[src/rtl/fetch_pkg.sv]
// Shared widths, FSM encoding and default halt word for the fetch unit.
package fetch_pkg;

  localparam int ADDR_W = 8;
  localparam int INST_W = 32;

  localparam logic [INST_W-1:0] HALT_WORD_DEFAULT = 32'h0000_0000;

  typedef enum logic [1:0] {
    S_IDLE = 2'd0,
    S_RUN  = 2'd1,
    S_HALT = 2'd2
  } state_t;

endpackage

[src/rtl/fetch_fifo.sv]
// Two-entry {pc, inst} buffer. The head entry lives in its own registers so
// the consumer sees registered outputs; the second entry waits in a tail slot.
module fetch_fifo
  import fetch_pkg::*;
(
  input  logic              clk,
  input  logic              rst,
  input  logic              push,
  input  logic              pop,
  input  logic              flush,
  input  logic [ADDR_W-1:0] push_pc,
  input  logic [INST_W-1:0] push_inst,
  output logic [1:0]        count,
  output logic [ADDR_W-1:0] head_pc,
  output logic [INST_W-1:0] head_inst
);

  logic [ADDR_W-1:0] tail_pc;
  logic [INST_W-1:0] tail_inst;
  logic              do_pop;
  logic              do_push;

  // Qualify requests against occupancy; a full buffer takes a push only alongside a pop.
  always_comb begin
    do_pop  = pop && (count != 2'd0);
    do_push = push && ((count != 2'd2) || do_pop);
  end

  // Storage and occupancy update; flush empties the buffer without touching data.
  always_ff @(posedge clk or posedge rst) begin
    if (rst) begin
      count     <= 2'd0;
      head_pc   <= '0;
      head_inst <= '0;
      tail_pc   <= '0;
      tail_inst <= '0;
    end else if (flush) begin
      count <= 2'd0;
    end else if (do_pop && do_push) begin
      if (count == 2'd1) begin
        head_pc   <= push_pc;
        head_inst <= push_inst;
      end else begin
        head_pc   <= tail_pc;
        head_inst <= tail_inst;
        tail_pc   <= push_pc;
        tail_inst <= push_inst;
      end
    end else if (do_pop) begin
      head_pc   <= tail_pc;
      head_inst <= tail_inst;
      count     <= count - 2'd1;
    end else if (do_push) begin
      if (count == 2'd0) begin
        head_pc   <= push_pc;
        head_inst <= push_inst;
      end else begin
        tail_pc   <= push_pc;
        tail_inst <= push_inst;
      end
      count <= count + 2'd1;
    end
  end

endmodule

[src/rtl/fetch_unit.sv]
// Instruction fetch front end: walks the ROM from RESET_PC, buffers up to two
// words for the consumer, stops on HALT_WORD and restarts on a redirect.
module fetch_unit
  import fetch_pkg::*;
#(
  parameter logic [ADDR_W-1:0] RESET_PC  = 8'h04,
  parameter logic [INST_W-1:0] HALT_WORD = HALT_WORD_DEFAULT
) (
  input  logic              clk,
  input  logic              rst,
  input  logic              start,
  output logic [ADDR_W-1:0] rom_addr,
  input  logic [INST_W-1:0] rom_data,
  input  logic              redirect_valid,
  input  logic [ADDR_W-1:0] redirect_pc,
  output logic              inst_valid,
  input  logic              inst_ready,
  output logic [INST_W-1:0] inst,
  output logic [ADDR_W-1:0] inst_pc,
  output logic              halted
);

  state_t            state;
  logic [ADDR_W-1:0] pc;
  logic [1:0]        count;
  logic              fetch_en;
  logic              hit_halt;
  logic              push;
  logic              pop;
  logic [ADDR_W-1:0] target;

  // Fetch uses the occupancy at cycle start; redirect overrides fetch and pop.
  always_comb begin
    rom_addr   = pc;
    inst_valid = (count != 2'd0);
    target     = redirect_pc & 8'hFC;
    fetch_en   = (state == S_RUN) && !redirect_valid && (count < 2'd2);
    hit_halt   = (rom_data == HALT_WORD);
    push       = fetch_en && !hit_halt;
    pop        = inst_valid && inst_ready && !redirect_valid;
  end

  // Sequencing FSM with the pc and the registered halted flag.
  always_ff @(posedge clk or posedge rst) begin
    if (rst) begin
      state  <= S_IDLE;
      pc     <= RESET_PC;
      halted <= 1'b0;
    end else begin
      if (redirect_valid) begin
        pc <= target;
      end else if (push) begin
        pc <= pc + 8'd4;
      end
      case (state)
        S_IDLE: begin
          if (start) state <= S_RUN;
        end
        S_RUN: begin
          if (fetch_en && hit_halt) begin
            state  <= S_HALT;
            halted <= 1'b1;
          end
        end
        S_HALT: begin
          if (redirect_valid) begin
            state  <= S_RUN;
            halted <= 1'b0;
          end
        end
        default: begin
          state  <= S_IDLE;
          halted <= 1'b0;
        end
      endcase
    end
  end

  fetch_fifo u_fifo (
    .clk       (clk),
    .rst       (rst),
    .push      (push),
    .pop       (pop),
    .flush     (redirect_valid),
    .push_pc   (pc),
    .push_inst (rom_data),
    .count     (count),
    .head_pc   (inst_pc),
    .head_inst (inst)
  );

endmodule

[config.mk]
export PLATFORM = sky130hd
export DESIGN_NAME = fetch_unit
export DESIGN_NICKNAME = d
export VERILOG_FILES = /design/src/rtl/fetch_pkg.sv /design/src/rtl/fetch_fifo.sv /design/src/rtl/fetch_unit.sv
export SDC_FILE = /design/constraint.sdc
export NUM_CORES = 1
export LEC_CHECK = 0
export CAP_MARGIN = 30
export CORE_MARGIN = 1
export CORE_UTILIZATION = 51
export DETAILED_ROUTE_END_ITERATION = 6
export GPL_ROUTABILITY_DRIVEN = 0
export PLACE_DENSITY = 0.77
export SLEW_MARGIN = 20
export SYNTH_ARGS = -nofsm -noshare
export SYNTH_HDL_FRONTEND = slang
export SYNTH_HIERARCHICAL = 1
export SYNTH_SLANG_ARGS = --single-unit
export TNS_END_PERCENT = 100
[constraint.sdc]
create_clock -name clk -period 3.9 [get_ports clk]
set_input_delay 0.975 -clock clk [delete_from_list [all_inputs] [get_ports clk]]
set_output_delay 0.975 -clock clk [all_outputs]
set_load 0.05 [all_outputs]
==> impl_metrics.tcl <==
set metrics [dict create \
    netlist_area_um2 4240 \
    htree_levels 3 \
    rsz0062_at_grt "no" \
    p_int_mw 2.44 \
    powerDensity_nw_per_um2 776 \
    dpl.cell_count 544 \
    finalWorstPathRequiredPeriod_ns 3.36 \
    hold-worst-slack_ns 0.498 \
    ir_drop_v 0.000673 \
    power_frac_comb_pct 46.4 \
    synth-async-reset-ratio_pct 100 \
    dpl_worst_slack_ns 0.164 \
    die_x_um 93.2 \
    drive_gt1_share_pct 12.7 \
    grt-ovfl-total 0 \
    ctsResizeCount 0 \
    hold_class "flip-flop to flip-flop" \
    post-cts-setup-buffers 0 \
    synth_area_leaders "dfrtp_1 53%, mux2i_1 10%, mux2_2 6.1%" \
    ios 95 \
    die_h_um 93.2 \
    final_nets 502 \
    crit_arrival_ns 3.63 \
    grt_pass1_vias 3111 \
    synth.top_cell.area_share_pct 53.1 \
    vias_per_cell 5.43 \
    swShare_pct 42.4 \
    crit_path_top_delay_cell "a21oi_4" \
    switchingPower_mw 1.79 \
    p_leak_nw 2.56 \
    slew_headroom_pct 45.6 \
    ys_seq_area_share_pct 53.7 \
    cp-start-kind "input pin" \
    drv_slew 0 \
    grt.total_usage_pct 22.4 \
    p_clk_share_pct 15.2 \
    avgSynthCellArea_um2 11.8 \
    finClkSkew_ns 0.0107 \
    ys_types 42 \
    cts.sinks 91 \
    start_util_pct 53.7 \
    io_buffers 90 \
    syn2layout_area_growth_pct 28.6 \
    p_seq_share_pct 38.4 \
    fin_setup_tns_ns 0 \
    totalWireLength_mm 8.93 \
    cp_slowest_stage_delay_ns 0.63 \
    routedWlPerCell_um 15.9 \
    yosys_warnings 6 \
    vias 3040 \
    drc 0 \
    fp.dieArea_um2 8680 \
    clock-root-buffer "clkbuf_8" \
    cts_tree "done" \
    first_pass_iters 4 \
    ys.flop_type "dfrtp_1" \
    synth.most_common_cell "dfrtp_1" \
    ys_top_cells_by_count "90 x dfrtp_1, 46 x nor2_1, 44 x a21oi_1" \
    finalSetupViolCount 0 \
    hold_viol 0 \
    hold_buffers 0 \
    crit_type "input pin to flip-flop" \
    cp-end-kind "flip-flop" \
    cts.reportedPaths.clkPinSlew_ns 0.09 \
    fmax_ghz 0.298 \
    min_period_over_period_pct 86.0 \
    drt_iter0_markers 121 \
    synth-edff-count 0 \
    worst_slew_pin_slew_ns 0.814 \
    grt_max_degree 46 \
    cp_cell_sequence "clkdlybuf4s50_1 -> nor4_1 -> and4_1 -> a21oi_1 -> buf_4 -> nand3b_1 -> a21oi_4 -> buf_4 -> nor2_1 -> a21oi_1" \
    fin_ws_ns 0.544 \
    worstSkewPairLatency_ns 0.35 \
    cp_max_fo 27 \
    antenna_found_initial 0 \
    postSynthCellCount 358 \
    synth_seq_cells 91 \
    drv_cap 0 \
    yosys.area.top_type "dfrtp_1" \
    cp.required_ns 4.18 \
    run_status "finished, final reports clean" \
    hpwl_mm 6.20 \
    cts_buffers 9 \
    ant_nets 0 \
    final_area_um2 5450 \
    coreArea_um2 7890 \
    rows 32 \
    layout.cells.non_filler 560 \
    placed_area_um2 5250 \
    cts_buffer_depth 2 \
    diodes 0 \
    grt_pass1_wl_mm 15.0 \
]
worst max-delay path: cells and delay by family:
kind            cells  cell delay [ns]
compound gates      3             1.01
buf+inv             3             1.07
simple gates        4             0.57
state kept, by name, summed over array words and instances (netlist names):
name / flops
rom_addr: 6
halted: 1
u_fifo/count: 2
u_fifo/head_pc: 8
u_fifo/tail_inst: 32
u_fifo/head_inst: 32
u_fifo/tail_pc: 8
state: 2
kinds of logic after synthesis:
family | synth area share [%]
buf+inv | 5.05
simple gates | 9.50
compound gates | 9.09
other cells | 0.0885
mux | 21.1
xor+xnor | 0.207
flops | 53.7
fa+ha+maj | 1.18
power by group through the flow:
stage               combinational [mW]  sequential (mW)  clock [mW]
floorplan                        0.595             2.34           0
global placement                  1.93             1.61           0
detailed placement                1.97             1.63           0
CTS                               1.98             1.62       0.663
global route                      2.07             1.68       0.707
finish                            1.96             1.62       0.644
worst paths after layout:
path / from / end / slack, ns / cells past startpoint
hold reg to reg: u_fifo/tail_inst[28]$_DFFE_PP0P_ / u_fifo/tail_inst[28]$_DFFE_PP0P_ / 0.50 / 1
hold / removal: u_fifo/tail_inst[28]$_DFFE_PP0P_ / u_fifo/tail_inst[28]$_DFFE_PP0P_ / 0.50 / 1
setup reg to reg: state[1]$_DFFE_PP0P_ / u_fifo/head_inst[0]$_DFFE_PP0P_ / 1.24 / 9
setup / recovery: rom_data[18] / u_fifo/head_inst[0]$_DFFE_PP0P_ / 0.54 / 10
max in group asynchronous: rst / u_fifo/head_inst[13]$_DFFE_PP0P_ / 2.14 / 3
min in group asynchronous: rst / rom_addr[7]$_DFFE_PP0P_ / 0.94 / 2
cell usage in the layout (no fill, tap or decap), drive strengths merged, types with 2 or more instances in the layout:
cell,n
dfrtp,90
clkdlybuf4s50,90
nor2,46
a21oi,45
mux2i,43
mux2,41
clkbuf,11
inv,10
buf,10
nor4,8
nand2b,7
nand2,6
o211ai,6
conb,6
ha,4
and4,3
a211o,3
a21o,3
clkinv,3
nand4,2
o21ai,2
a211oi,2
nand3,2
layer usage:
metal / global-route usage, % / vias up / part of all wire, %
met5: 0 / - / 0
met4: 6.15 / 0 / 0.65
met3: 6.42 / 6 / 5.8
met2: 36.3 / 88 / 48
met1: 29.4 / 1495 / 45
li1: - / 1451 / -
final cells by class:
class | count | area, µm²
repair buffers | 100 | 1030
clock buffers | 11 | 141
inverters | 10 | 38.8
fillers | 601 | 2440
clock inverters | 5 | 60.1
flip-flops and latches | 91 | 2280
well taps | 102 | 128
multi-input cells | 241 | 1780
stage by stage:
step / util (%) / power, mW
6_report: 69.1 / 4.23
5_1_grt: 69.1 / 4.46
4_1_cts: 69.1 / 4.26
3_5_place_dp: 66.6 / 3.61
3_3_place_gp: 66.6 / 3.54
2_1_floorplan: - / 2.93
Power figures use the tool's default switching activity.
